[config.mk]
export PLATFORM = sky130hd
export DESIGN_NAME = tone_sequencer
export DESIGN_NICKNAME = d
export VERILOG_FILES = /design/src/rtl/tone_sequencer.sv
export SDC_FILE = /design/constraint.sdc
export NUM_CORES = 1
export LEC_CHECK = 0
export ABC_AREA = 1
export BUFFER_PORTS_ARGS = -buffer_cell sky130_fd_sc_hd__buf_2
export CORE_MARGIN = 2
export CORE_UTILIZATION = 56
export CTS_CLUSTER_DIAMETER = 50
export DETAILED_ROUTE_END_ITERATION = 8
export PLACE_DENSITY_LB_ADDON = 0.12
export REMOVE_ABC_BUFFERS = 1
export SKIP_LAST_GASP = 1
export SLEW_MARGIN = 20
export SYNTH_ARGS = -nofsm -noshare
export SYNTH_HDL_FRONTEND = slang
export SYNTH_SLANG_ARGS = --single-unit
[constraint.sdc]
create_clock -name clock -period 3.1 [get_ports clock]
set_clock_uncertainty 0.1 [all_clocks]
set_input_delay 0.465 -clock clock [delete_from_list [all_inputs] [get_ports clock]]
set_output_delay 0.465 -clock clock [all_outputs]
set_load 0.05 [all_outputs]
[src/rtl/tone_sequencer.sv]
// rtl/tone_sequencer.sv - programmable note-table tone sequencer with PWM audio output
module tone_sequencer #(
    parameter int CLK_HZ      = 100_000_000,
    parameter int SEQ_LEN     = 8,
    parameter int NOTE_CYCLES = 134_217_728,
    parameter int GAP_CYCLES  = 0,
    parameter int CNT_W       = 20,
    localparam int AW         = $clog2(SEQ_LEN)
) (
    input  logic          clock,
    input  logic          resetn,
    input  logic          start,
    input  logic          stop,
    input  logic          loop_en,
    input  logic [1:0]    octave,
    input  logic          wr_en,
    input  logic [AW-1:0] wr_addr,
    input  logic [2:0]    wr_data,
    output logic          aud_pwm,
    output logic          aud_sd,
    output logic          busy,
    output logic          done,
    output logic [AW-1:0] note_idx,
    output logic [9:0]    LED
);

    localparam int   DW       = $clog2(NOTE_CYCLES);
    localparam int   GW       = (GAP_CYCLES > 1) ? $clog2(GAP_CYCLES) : 1;
    localparam int   GAP_LAST = (GAP_CYCLES > 0) ? GAP_CYCLES - 1 : 0;
    localparam logic HAS_GAP  = (GAP_CYCLES > 0);

    typedef enum logic [1:0] {S_IDLE, S_NOTE, S_GAP} state_t;

    state_t           state_q;
    logic [AW-1:0]    idx_q;
    logic [2:0]       code_q;
    logic [CNT_W-1:0] half_q;
    logic [CNT_W-1:0] tone_q;
    logic [DW-1:0]    dur_q;
    logic [GW-1:0]    gap_q;
    logic             pwm_q;
    logic             busy_q;
    logic             done_q;
    logic [9:0]       led_q;
    logic [2:0]       table_q [SEQ_LEN];

    logic             last_entry;
    logic [AW-1:0]    entry_idx;
    logic [2:0]       entry_code;
    logic [CNT_W-1:0] shifted;
    logic [CNT_W-1:0] entry_half;
    logic [9:0]       entry_led;
    logic             note_end;
    logic             gap_end;
    logic             decide;
    logic             go_note;
    logic             seq_end;
    logic             go_idle;

    // Half-period of each diatonic note in clock cycles; rest has none.
    function automatic logic [CNT_W-1:0] base_half(input logic [2:0] code);
        case (code)
            3'd0:    base_half = CNT_W'(CLK_HZ / (2 * 523));
            3'd1:    base_half = CNT_W'(CLK_HZ / (2 * 587));
            3'd2:    base_half = CNT_W'(CLK_HZ / (2 * 659));
            3'd3:    base_half = CNT_W'(CLK_HZ / (2 * 698));
            3'd4:    base_half = CNT_W'(CLK_HZ / (2 * 783));
            3'd5:    base_half = CNT_W'(CLK_HZ / (2 * 880));
            3'd6:    base_half = CNT_W'(CLK_HZ / (2 * 987));
            default: base_half = '0;
        endcase
    endfunction

    // Select the entry to play next and decide when the current entry/gap ends.
    always_comb begin
        last_entry = (idx_q == AW'(SEQ_LEN - 1));
        entry_idx  = (state_q == S_IDLE || last_entry) ? '0 : idx_q + 1'b1;
        entry_code = table_q[entry_idx];
        shifted    = base_half(entry_code) >> octave;
        entry_half = (shifted == '0) ? CNT_W'(1) : shifted;
        entry_led  = 10'h200 | (10'b1 << entry_code);
        note_end   = (state_q == S_NOTE) && (dur_q == DW'(NOTE_CYCLES - 1));
        gap_end    = (state_q == S_GAP) && (gap_q == GW'(GAP_LAST));
        decide     = (note_end && !HAS_GAP) || gap_end;
        go_note    = (state_q == S_IDLE && start && !stop) ||
                     (state_q != S_IDLE && !stop && decide && (!last_entry || loop_en));
        seq_end    = (state_q != S_IDLE) && !stop && decide && last_entry && !loop_en;
        go_idle    = (state_q != S_IDLE && stop) || seq_end;
    end

    // Sequencer FSM: note/gap timing, tone generation and registered outputs.
    always_ff @(posedge clock or negedge resetn) begin
        if (!resetn) begin
            state_q <= S_IDLE;
            idx_q   <= '0;
            code_q  <= '0;
            half_q  <= '0;
            tone_q  <= '0;
            dur_q   <= '0;
            gap_q   <= '0;
            pwm_q   <= 1'b0;
            busy_q  <= 1'b0;
            done_q  <= 1'b0;
            led_q   <= '0;
        end else begin
            done_q <= 1'b0;
            if (go_note) begin
                state_q <= S_NOTE;
                idx_q   <= entry_idx;
                code_q  <= entry_code;
                half_q  <= entry_half;
                tone_q  <= entry_half - 1'b1;
                dur_q   <= '0;
                gap_q   <= '0;
                pwm_q   <= 1'b0;
                busy_q  <= 1'b1;
                led_q   <= entry_led;
            end else if (go_idle) begin
                state_q <= S_IDLE;
                idx_q   <= '0;
                tone_q  <= '0;
                dur_q   <= '0;
                gap_q   <= '0;
                pwm_q   <= 1'b0;
                busy_q  <= 1'b0;
                led_q   <= '0;
                done_q  <= seq_end;
            end else if (note_end) begin
                state_q <= S_GAP;
                gap_q   <= '0;
                pwm_q   <= 1'b0;
                led_q   <= 10'h200;
            end else if (state_q == S_NOTE) begin
                dur_q <= dur_q + 1'b1;
                if (code_q == 3'd7) begin
                    pwm_q <= 1'b0;
                end else if (tone_q == '0) begin
                    pwm_q  <= ~pwm_q;
                    tone_q <= half_q - 1'b1;
                end else begin
                    tone_q <= tone_q - 1'b1;
                end
            end else if (state_q == S_GAP) begin
                gap_q <= gap_q + 1'b1;
            end
        end
    end

    // Note table: reset to the C..B,rest pattern; out-of-range writes dropped.
    always_ff @(posedge clock or negedge resetn) begin
        if (!resetn) begin
            for (int i = 0; i < SEQ_LEN; i++) begin
                table_q[i] <= 3'(i % 8);
            end
        end else if (wr_en && ({1'b0, wr_addr} < (AW + 1)'(SEQ_LEN))) begin
            table_q[wr_addr] <= wr_data;
        end
    end

    assign aud_pwm  = pwm_q;
    assign aud_sd   = busy_q;
    assign busy     = busy_q;
    assign done     = done_q;
    assign note_idx = idx_q;
    assign LED      = led_q;

endmodule

==> run summary, run 1 <==
The flow ran to the end, and the final reports show no timing, DRC or antenna violations. In the finished design, the share of the clock period the worst path needs comes to 0.9533. In this run the worst hold path is classified as in2reg. The master of the slowest instance on the critical path is dfrtp_1. The remaining max-slew budget at the tightest pin came out at 0.5346.

After detailed placement, the total cell area comes to 0.006899 mm2. The number of placement rows came out at 39. The number of synthesized register bits is 109. The first-pass GRT wire length came out at 27270 um. Global routing finished with a remaining overflow of 0. The clock latency reported for the late side of the worst-skew pair is 0.35 ns. The effective utilization at floorplan came out at 0.5755. At the end of the flow the core is filled with cells to 0.6462.

The sequential power share came out at 0.277. The clock slew seen by the registers of the worst setup and hold paths is 0.07 ns. During placement, the flow inserted port buffers numbering 29. The required time reported for the critical path endpoint came out at 3.27 ns. After routing the design area is 0.007410 mm2.

The number of nets with antenna violations after routing is 0. The dominant register cell in the synthesized netlist is dfrtp_1. The area fraction in compound gates after synthesis is 0.1217. The leading area contributor after synthesis is dfrtp_1. Summing every instance area after synthesis gives 0.006599 mm2. The slack of the critical path came out at 0.1447 ns.

The worst setup path is of the reg2reg kind. The count of routing violations after the opening detailed-route iteration is 515. The overall global routing resource usage came out at 0.2660. The number of logic stages on the critical path including buffering came out at 22.

The total I/O pin count is 31. The post-placement worst setup slack came out at -0.02568 ns. The critical path ends at tone_q[6].

The total of endpoints with negative setup slack in the final report came out at 0. The number of enable-type register cells in the synthesized netlist is 0. The yosys synthesis warning count came out at 0. The post-layout minimum cycle time is 2.955 ns. The number of nets in the finished design is 962. In this design, the stage delay of the slowest critical-path cell is 0.39 ns. The cell count after synthesis came out at 898. The number of placed instances, taps included came out at 1060.

The power density over the cells is 978.0 mW/mm2. The floorplan step defined a die boundary enclosing 0.01267 mm2. The share of total power dissipated in the clock network is 0.164. For this block, the via count after detailed routing is 6111. The number of antenna violations at the first check in global routing came to 0. The proportion of netlist area held by the largest area contributor came out at 0.3678.

The number of clock sinks is 109. Of the total synthesized cell area, the portion taken by full adders, half adders and majority gates is 0.009480. The wire length per cell is 14.96 um. In this run the worst setup path begins at note_idx[0]. The floorplan step defined a core boundary enclosing 0.01147 mm2. The actual transition at the worst max-transition pin came out at 0.6928 ns.

The library cell with the highest instance count after synthesis is nand2_1. The post-synthesis share of cell area spent on and, or, nand and nor gates is 0.3354. The overall power of the completed layout is 7247 uW. The pin count of the biggest net entering global routing came out at 73. After synthesis, the mean cell area works out to 7.348 um2. The number of buffers inserted during clock tree synthesis came out at 9. The kind of cell with the highest combined delay along the critical path is simple AND/OR/NAND/NOR gates. The number of pins with negative max-slew slack in the final report is 0. The number of antenna repair diodes came out at 0. The async set-or-reset flop fraction in the synthesized netlist is 1.000. The fraction of layout cells with a size suffix above 1 came out at 0.1719. In this design, the critical path's most frequently occurring cell is nand2_1. In this run the critical register-to-register path is launched from note_idx[0]. The total detailed-routing wirelength came out at 16320 um.

The flop-to-flop setup slack is 0.14 ns. The worst-path maximum fanout came out at 8. The detailed-route DRC error count is 0. The first detailed-routing pass ran for 5 iterations. Using the TritonRoute via totals, the vias-per-cell ratio works out to 5.601. VDD sags by at most 697.3 uV.

The sequential fraction of the synthesis area came out at 0.4156. The number of cells in the finished layout apart from fillers is 1091. CTS placed an instance of clkbuf_16 at the clock tree root. The worst path buffer plus inverter count is 6.

The clock passes through at most 2 buffers. The vertical die dimension came out at 112.6 um. Traced cell by cell, the critical path runs through ha_2, ha_2, clkinv_4, buf_6, nand4_1, nand3_1, nand2_1, nand2_1, nand2_2, nand3_4, buf_4, nand3_1, nand2_1, nand2_1, inv_1, ha_2, inv_2, nor2_4, inv_2, nor2_4, a21oi_1, a22oi_1. The length in cells of the worst reg-to-reg path came out at 22. The count of unique library cells instantiated by Yosys came out at 48. The post-synthesis xor/xnor area fraction came out at 0.02655. The worst setup path is captured at a flop. The final hold violation count is 0. The die span in x came out at 112.6 um. The worst setup path is launched from a flop. The via count of the first global-routing pass came out at 5718. The final weighted congestion of routability-driven global placement came out at 1.019.

Sorting the synthesized cells by how often they occur yields 221 x nand2_1, 97 x dfrtp_1, 94 x inv_1, 94 x nor2_1, 86 x o21ai_0. Of the total power, the share spent switching nets is 0.4775. By area the synthesized netlist is led by dfrtp_1 37%, nand2_1 13%, o21ai_0 6.5%. The depth of the CTS H-tree came out at 3. TritonCTS built the clock tree. The highest achievable clock rate is 338.4 MHz. The HPWL after detailed placement came out at 11780 um. The reg-to-reg critical path endpoint is tone_q[6]. The share of synthesized area spent on multiplexers is 0.

Relative to the synthesized area, the layout overhead comes to 12.29%. The static leakage came out at 0.003543 uW. The internal power contribution is 3786 uW. The switching power total is 3460 uW. The share of total power in combinational logic came out at 0.559. The data arrival time at the worst-slack endpoint is 3.12 ns. The max-capacitance violation count came out at 0. The main combinational cell family by area after synthesis is simple AND/OR/NAND/NOR gates.
[power by group through the flow]
stage / logic [uW] / clock network [uW] / registers, uW
floorplan: 2410 / 0 / 2250
global placement: 3590 / 0 / 2020
detailed placement: 3660 / 0 / 2030
CTS: 3680 / 1220 / 2010
global route: 4480 / 1270 / 2050
finish: 4050 / 1190 / 2010
[final cells by class]
cell class / count / area [um2]
multi-input combinational: 649 / 3338
fill: 1026 / 4058
timing repair buffer: 61 / 406.6
clock inverter: 5 / 58.81
sequential: 109 / 2743
tap: 143 / 178.9
clock buffer: 11 / 252.7
inverter: 113 / 431.7
[metrics by stage]
stage                     hold slack [ns]    TNS, ns
after floorplan                   0.06941     -2.156
after global placement             0.3665          0
after detailed placement           0.3693   -0.03691
after CTS                          0.2300  -0.004111
after global routing               0.2379   -0.07272
final                              0.2366          0
[repair_timing]
item	CTS	global route
buffers inserted	0	13
endpoints found under the hold margin	9	0
setup endpoints to repair	4	10
pin swaps	0	19
cloned	0	1
resized for setup	2	25
hold buffers	1	0
[sequential cells by signal, summed over array words and instances (netlist names), 2 cells and up]
signal,cells
tone_q,20
dur_q,27
code_q,3
table_q,24
half_q,17
note_idx,3
state_q,2
LED,9
[layout by cell type (no fill, tap or decap), drive strengths merged, types with 4 or more instances in the layout]
| cell | netlist | final |
|---|---|---|
| inv | 111 | 110 |
| a21oi | 28 | 28 |
| a31oi | 5 | 5 |
| nand3 | 73 | 74 |
| nor3 | 18 | 18 |
| dfrtp | 97 | 97 |
| nor2 | 108 | 108 |
| ha | 5 | 5 |
| buf | 18 | 60 |
| nand2 | 235 | 235 |
| o21ai | 99 | 99 |
| xor2 | 19 | 19 |
| clkinv | 2 | 5 |
| clkbuf | 10 | 11 |
| nand4 | 28 | 28 |
| dfstp | 12 | 12 |
| a22oi | 4 | 4 |
[per-layer routing]
metal | share of wire | GRT usage | vias to the layer above
li1 | - | - | 3008
met1 | 0.46 | 0.3723 | 2872
met2 | 0.46 | 0.4204 | 208
met3 | 0.065 | 0.06371 | 23
met4 | 0.014 | 0.06667 | 0
met5 | 0 | 0 | -
[worst min-delay path by stage]
stage               slack [ns]       start         end  cells after the start
finish                    0.24  wr_data[1]  table_q[1]                      3
CTS                       0.23  wr_data[2]  table_q[2]                      3
global route              0.24  wr_data[2]  table_q[2]                      3
detailed placement        0.37  tone_q[14]  tone_q[14]                      2
floorplan                 0.07      resetn      LED[0]                      0
global placement          0.37      resetn   dur_q[18]                      1
[tightest hold or removal path: stages]
cell     delay, ns
buf_2         0.09
nand2_1       0.04
o21ai_0       0.06
[kinds of logic after synthesis]
| group | Yosys count |
|---|---|
| adder cells (fa/ha/maj) | 5 |
| other | 1 |
| AO/OA/AOI/OAI | 150 |
| flip-flops | 109 |
| AND/OR/NAND/NOR | 472 |
| buffers and inverters | 141 |
| XOR/XNOR | 20 |
No activity file was read; power rests on OpenSTA's default activity.
==> inputs of run 2 (changes only) <==
--- a/config.mk
+++ b/config.mk
@@ -5,14 +5,14 @@
 export SDC_FILE = /design/constraint.sdc
 export NUM_CORES = 1
 export LEC_CHECK = 0
-export ABC_AREA = 1
 export BUFFER_PORTS_ARGS = -buffer_cell sky130_fd_sc_hd__buf_2
 export CORE_MARGIN = 2
 export CORE_UTILIZATION = 56
 export CTS_CLUSTER_DIAMETER = 50
 export DETAILED_ROUTE_END_ITERATION = 8
-export PLACE_DENSITY_LB_ADDON = 0.12
+export PLACE_DENSITY = 0.77
 export REMOVE_ABC_BUFFERS = 1
+export SETUP_SLACK_MARGIN = 0.2
 export SKIP_LAST_GASP = 1
 export SLEW_MARGIN = 20
 export SYNTH_ARGS = -nofsm -noshare
==> run summary, run 2 <==
The die area came out at 0.01296 mm2. The overall power of the completed layout is 8537 uW. The post-layout minimum cycle time came out at 3.528 ns. The clock drives 109 sinks. The dominant register cell in the synthesized netlist is dfrtp_1. The most critical setup path has its startpoint at note_idx[0]. The highest achievable clock rate is 283.5 MHz. The detailed-route DRC error count came out at 0. Wires add up to 19950 um.

Clock-pin slew was measured on the worst setup and hold paths at 0.08 ns. The sequential power share is 0.250. Once detailed placement completed, the half-perimeter wirelength came to 12920 um. Dividing the detail-routed wire length by the instance count gives 19.85 um. In the final layout, the registers with the most flip-flops are dur_q x27, table_q x24, tone_q x20. The total I/O pin count is 31.

The max-capacitance violation count is 0. The final hold violation count came out at 0. The total overflow left after global routing is 0.

The library cell used most frequently in the layout, excluding fill and tap cells, is dfrtp_1. In the post-synthesis netlist, the biggest area contributors are dfrtp_1 36%, nor2_1 4.9%, dfstp_2 4.7%. The async set-or-reset flop fraction in the synthesized netlist came out at 1.000. The number of antenna repair diodes came out at 0. The vertical die dimension is 113.8 um.

The total of endpoints with negative setup slack in the final report came out at 10. The yosys synthesis warning count came out at 0. After the last flow step, the layout net total stands at 872.

The fraction of the cycle the final worst path needs came out at 1.138. The first-pass GRT wire length is 30880 um. The effective utilization at floorplan came out at 0.5671.

The clock reaches the later pin of the worst-skew pair after 0.37 ns. The overall global routing resource usage came out at 0.2958. In this run the register-to-register setup slack is -0.43 ns. The share of total power in combinational logic came out at 0.609. The switching power total came out at 3871 uW.

The pin count of the biggest net entering global routing came out at 62. The proportion of netlist area held by the largest area contributor is 0.3593. The H-tree generated during clock tree synthesis spans 3 levels. Using the TritonRoute via totals, the vias-per-cell ratio works out to 6.615. The required time reported for the critical path endpoint came out at 3.29 ns. The clock root buffer master is clkbuf_16. Timing analysis after detailed placement gives a worst setup slack of -0.3220 ns. Power spread over the standard cell area amounts to 1007 mW/mm2.

The leading area contributor after synthesis is dfrtp_1. Measured against its own limit, the worst slew margin works out to 0.5252. Once detail routing completed, the nets flagged for antenna violations numbered 0.

In the synthesized netlist, the cells that appear most often are 97 x dfrtp_1, 88 x nor2_1, 76 x nand2_1, 59 x a21oi_1, 44 x o21ai_0. After the first detailed-routing iteration, the DRC count stood at 574. The via count of the first global-routing pass came to 6225. The final reports fail on setup timing. The switching power as a share of total power is 0.4534.

The slack of the critical path came out at -0.4277 ns. The clock power share came out at 0.141. The setup path with the least slack is of type reg2reg. Counting the buffers created by CTS gives 9. The worst min-delay path category is in2async. The area of the placeable core is 0.01191 mm2. The cell count after synthesis is 760. The detailed router placed 6648 vias in this run. The final weighted congestion of routability-driven global placement came out at 0.9330. The worst setup path is launched from a flop. The number of placement rows came out at 40. The internal power contribution is 4667 uW.

The number of enable-type register cells in the synthesized netlist is 0. The actual transition at the worst max-transition pin is 0.7115 ns. Data arrives at the worst endpoint at 3.72 ns.

The number of flip-flops under the largest register name is 27. Of the cells placed in the final design, the portion with a size suffix greater than 1 is 0.3112. The count of buffers from port buffering came out at 29. In this run the cell area of the synthesized design comes to 0.006755 mm2. VDD sags by at most 612.6 uV. The clock tree buffer depth came out at 2.

The worst-path maximum fanout is 6. The startpoint identified for the worst register-to-register timing path is note_idx[0]. The number of synthesized register bits came out at 109. The synthesis-to-layout area growth is 25.50%. From left edge to right edge, the die measures 113.8 um.

STA classifies the critical path endpoint as a flop. TritonCTS built the clock tree. The number of pins with negative max-slew slack in the final report is 0. The sequential fraction of the synthesis area is 0.4060. The static leakage is 0.003580 uW. The number of hold buffers added after cts is 0. Leaving out fill and tap cells, the most frequent cells in the layout are 97 x dfrtp_1, 85 x buf_4, 81 x nor2_1.

The register bank with the most flops is dur_q. The run finished, with violations left. The average cell area after synthesis is 8.888 um2. Among all cell types in the netlist, the one instantiated most often is dfrtp_1. The length of the first detailed-routing pass in iterations came out at 6.

The number of antenna violations at the first check in global routing came out at 0. The count of unique library cells instantiated by Yosys came out at 86. Setup repair after global routing could not meet its margin everywhere.
-- run 2: cell count changes after synthesis, moves of 26 or more --
cell | previous run | this run
nand3_1 | 63 | 20
nand2_1 | 221 | 76
o21ai_0 | 86 | 44
a21oi_1 | 27 | 59
inv_1 | 94 | 9
mux2_2 | 0 | 26
-- run 2: per-layer routing --
metal,vias up,track usage,routed length (um)
met4,0,0.08943,733
met1,3264,0.3922,8146
met2,306,0.4882,9514
li1,3008,-,-
met5,-,0,0
met3,70,0.06695,1561
-- run 2: critical path, stage by stage (launching register included) --
cell and delay [ns]:
dfrtp_1 0.42, buf_6 0.15, mux4_2 0.55, nor3b_4 0.30, a31oi_4 0.09, a211oi_4 0.33
o21ai_1 0.13, a22o_1 0.30, ha_4 0.19, a21boi_1 0.13, o21ai_1 0.18, a31oi_1 0.14
o31ai_1 0.28, o2bb2ai_1 0.16
-- run 2: path summary, 6_finish.rpt --
| path | endpoint | depth (start not counted) |
|---|---|---|
| setup / recovery | tone_q[4] | 13 |
| hold / removal | dur_q[4] | 1 |
| setup reg to reg | tone_q[4] | 13 |
| hold reg to reg | code_q[0] | 2 |
| max in group asynchronous | table_q[18] | 2 |
| min in group clock | done | 2 |
-- run 2: timing repair --
item,in CTS,in global routing
setup endpoints to repair,28,48
pin swaps,16,27
setup buffers,11,8
resized for setup,36,73
cloned,0,2
-- run 2: per-stage QoR --
stage | instance area, um2 | std cells | hold slack, ns | TNS, ns | util
after global placement | 7506 | 968 | 0.3626 | -1.091 | 0.6301
final | 8478 | 1005 | 0.005828 | -1.983 | 0.7118
after CTS | 8050 | 995 | 0.03327 | -0.5974 | 0.6758
after detailed placement | 7506 | 968 | 0.3731 | -1.890 | 0.6301
after global routing | 8478 | 1005 | 0.06144 | -3.221 | 0.7118
after floorplan | 6494 | 707 | 0.06941 | -21.37 | -
-- run 2: area by class of cell --
class	instances	area, um2
clock buffer	9	225.2
clock inverter	7	81.33
fill	865	3433
inverter	9	33.78
multi-input combinational	590	4123
sequential	109	2743
tap	147	183.9
timing repair buffer	134	1089
-- run 2: power groups by stage --
stage               clock network (uW)  registers [uW]  logic [uW]
floorplan                            0            2320        2220
global placement                     0            2110        3910
detailed placement                   0            2130        3970
CTS                               1210            2120        4330
global route                      1270            2180        5510
finish                            1200            2140        5200
-- run 2: logic make-up (layout without fill, tap and decap cells) --
group | Yosys count | count (layout) | share of synthesized area
and+or+nand+nor | 298 | 298 | 0.2213
DFF | 109 | 109 | 0.4060
xor gates and xnor gates | 29 | 29 | 0.03760
adders and majority gates | 5 | 5 | 0.009261
buffers and inverters | 62 | 159 | 0.04371
other | 1 | 1 | 0.0005551
AOI/OAI and AO/OA | 226 | 227 | 0.2267
muxes | 30 | 30 | 0.05482
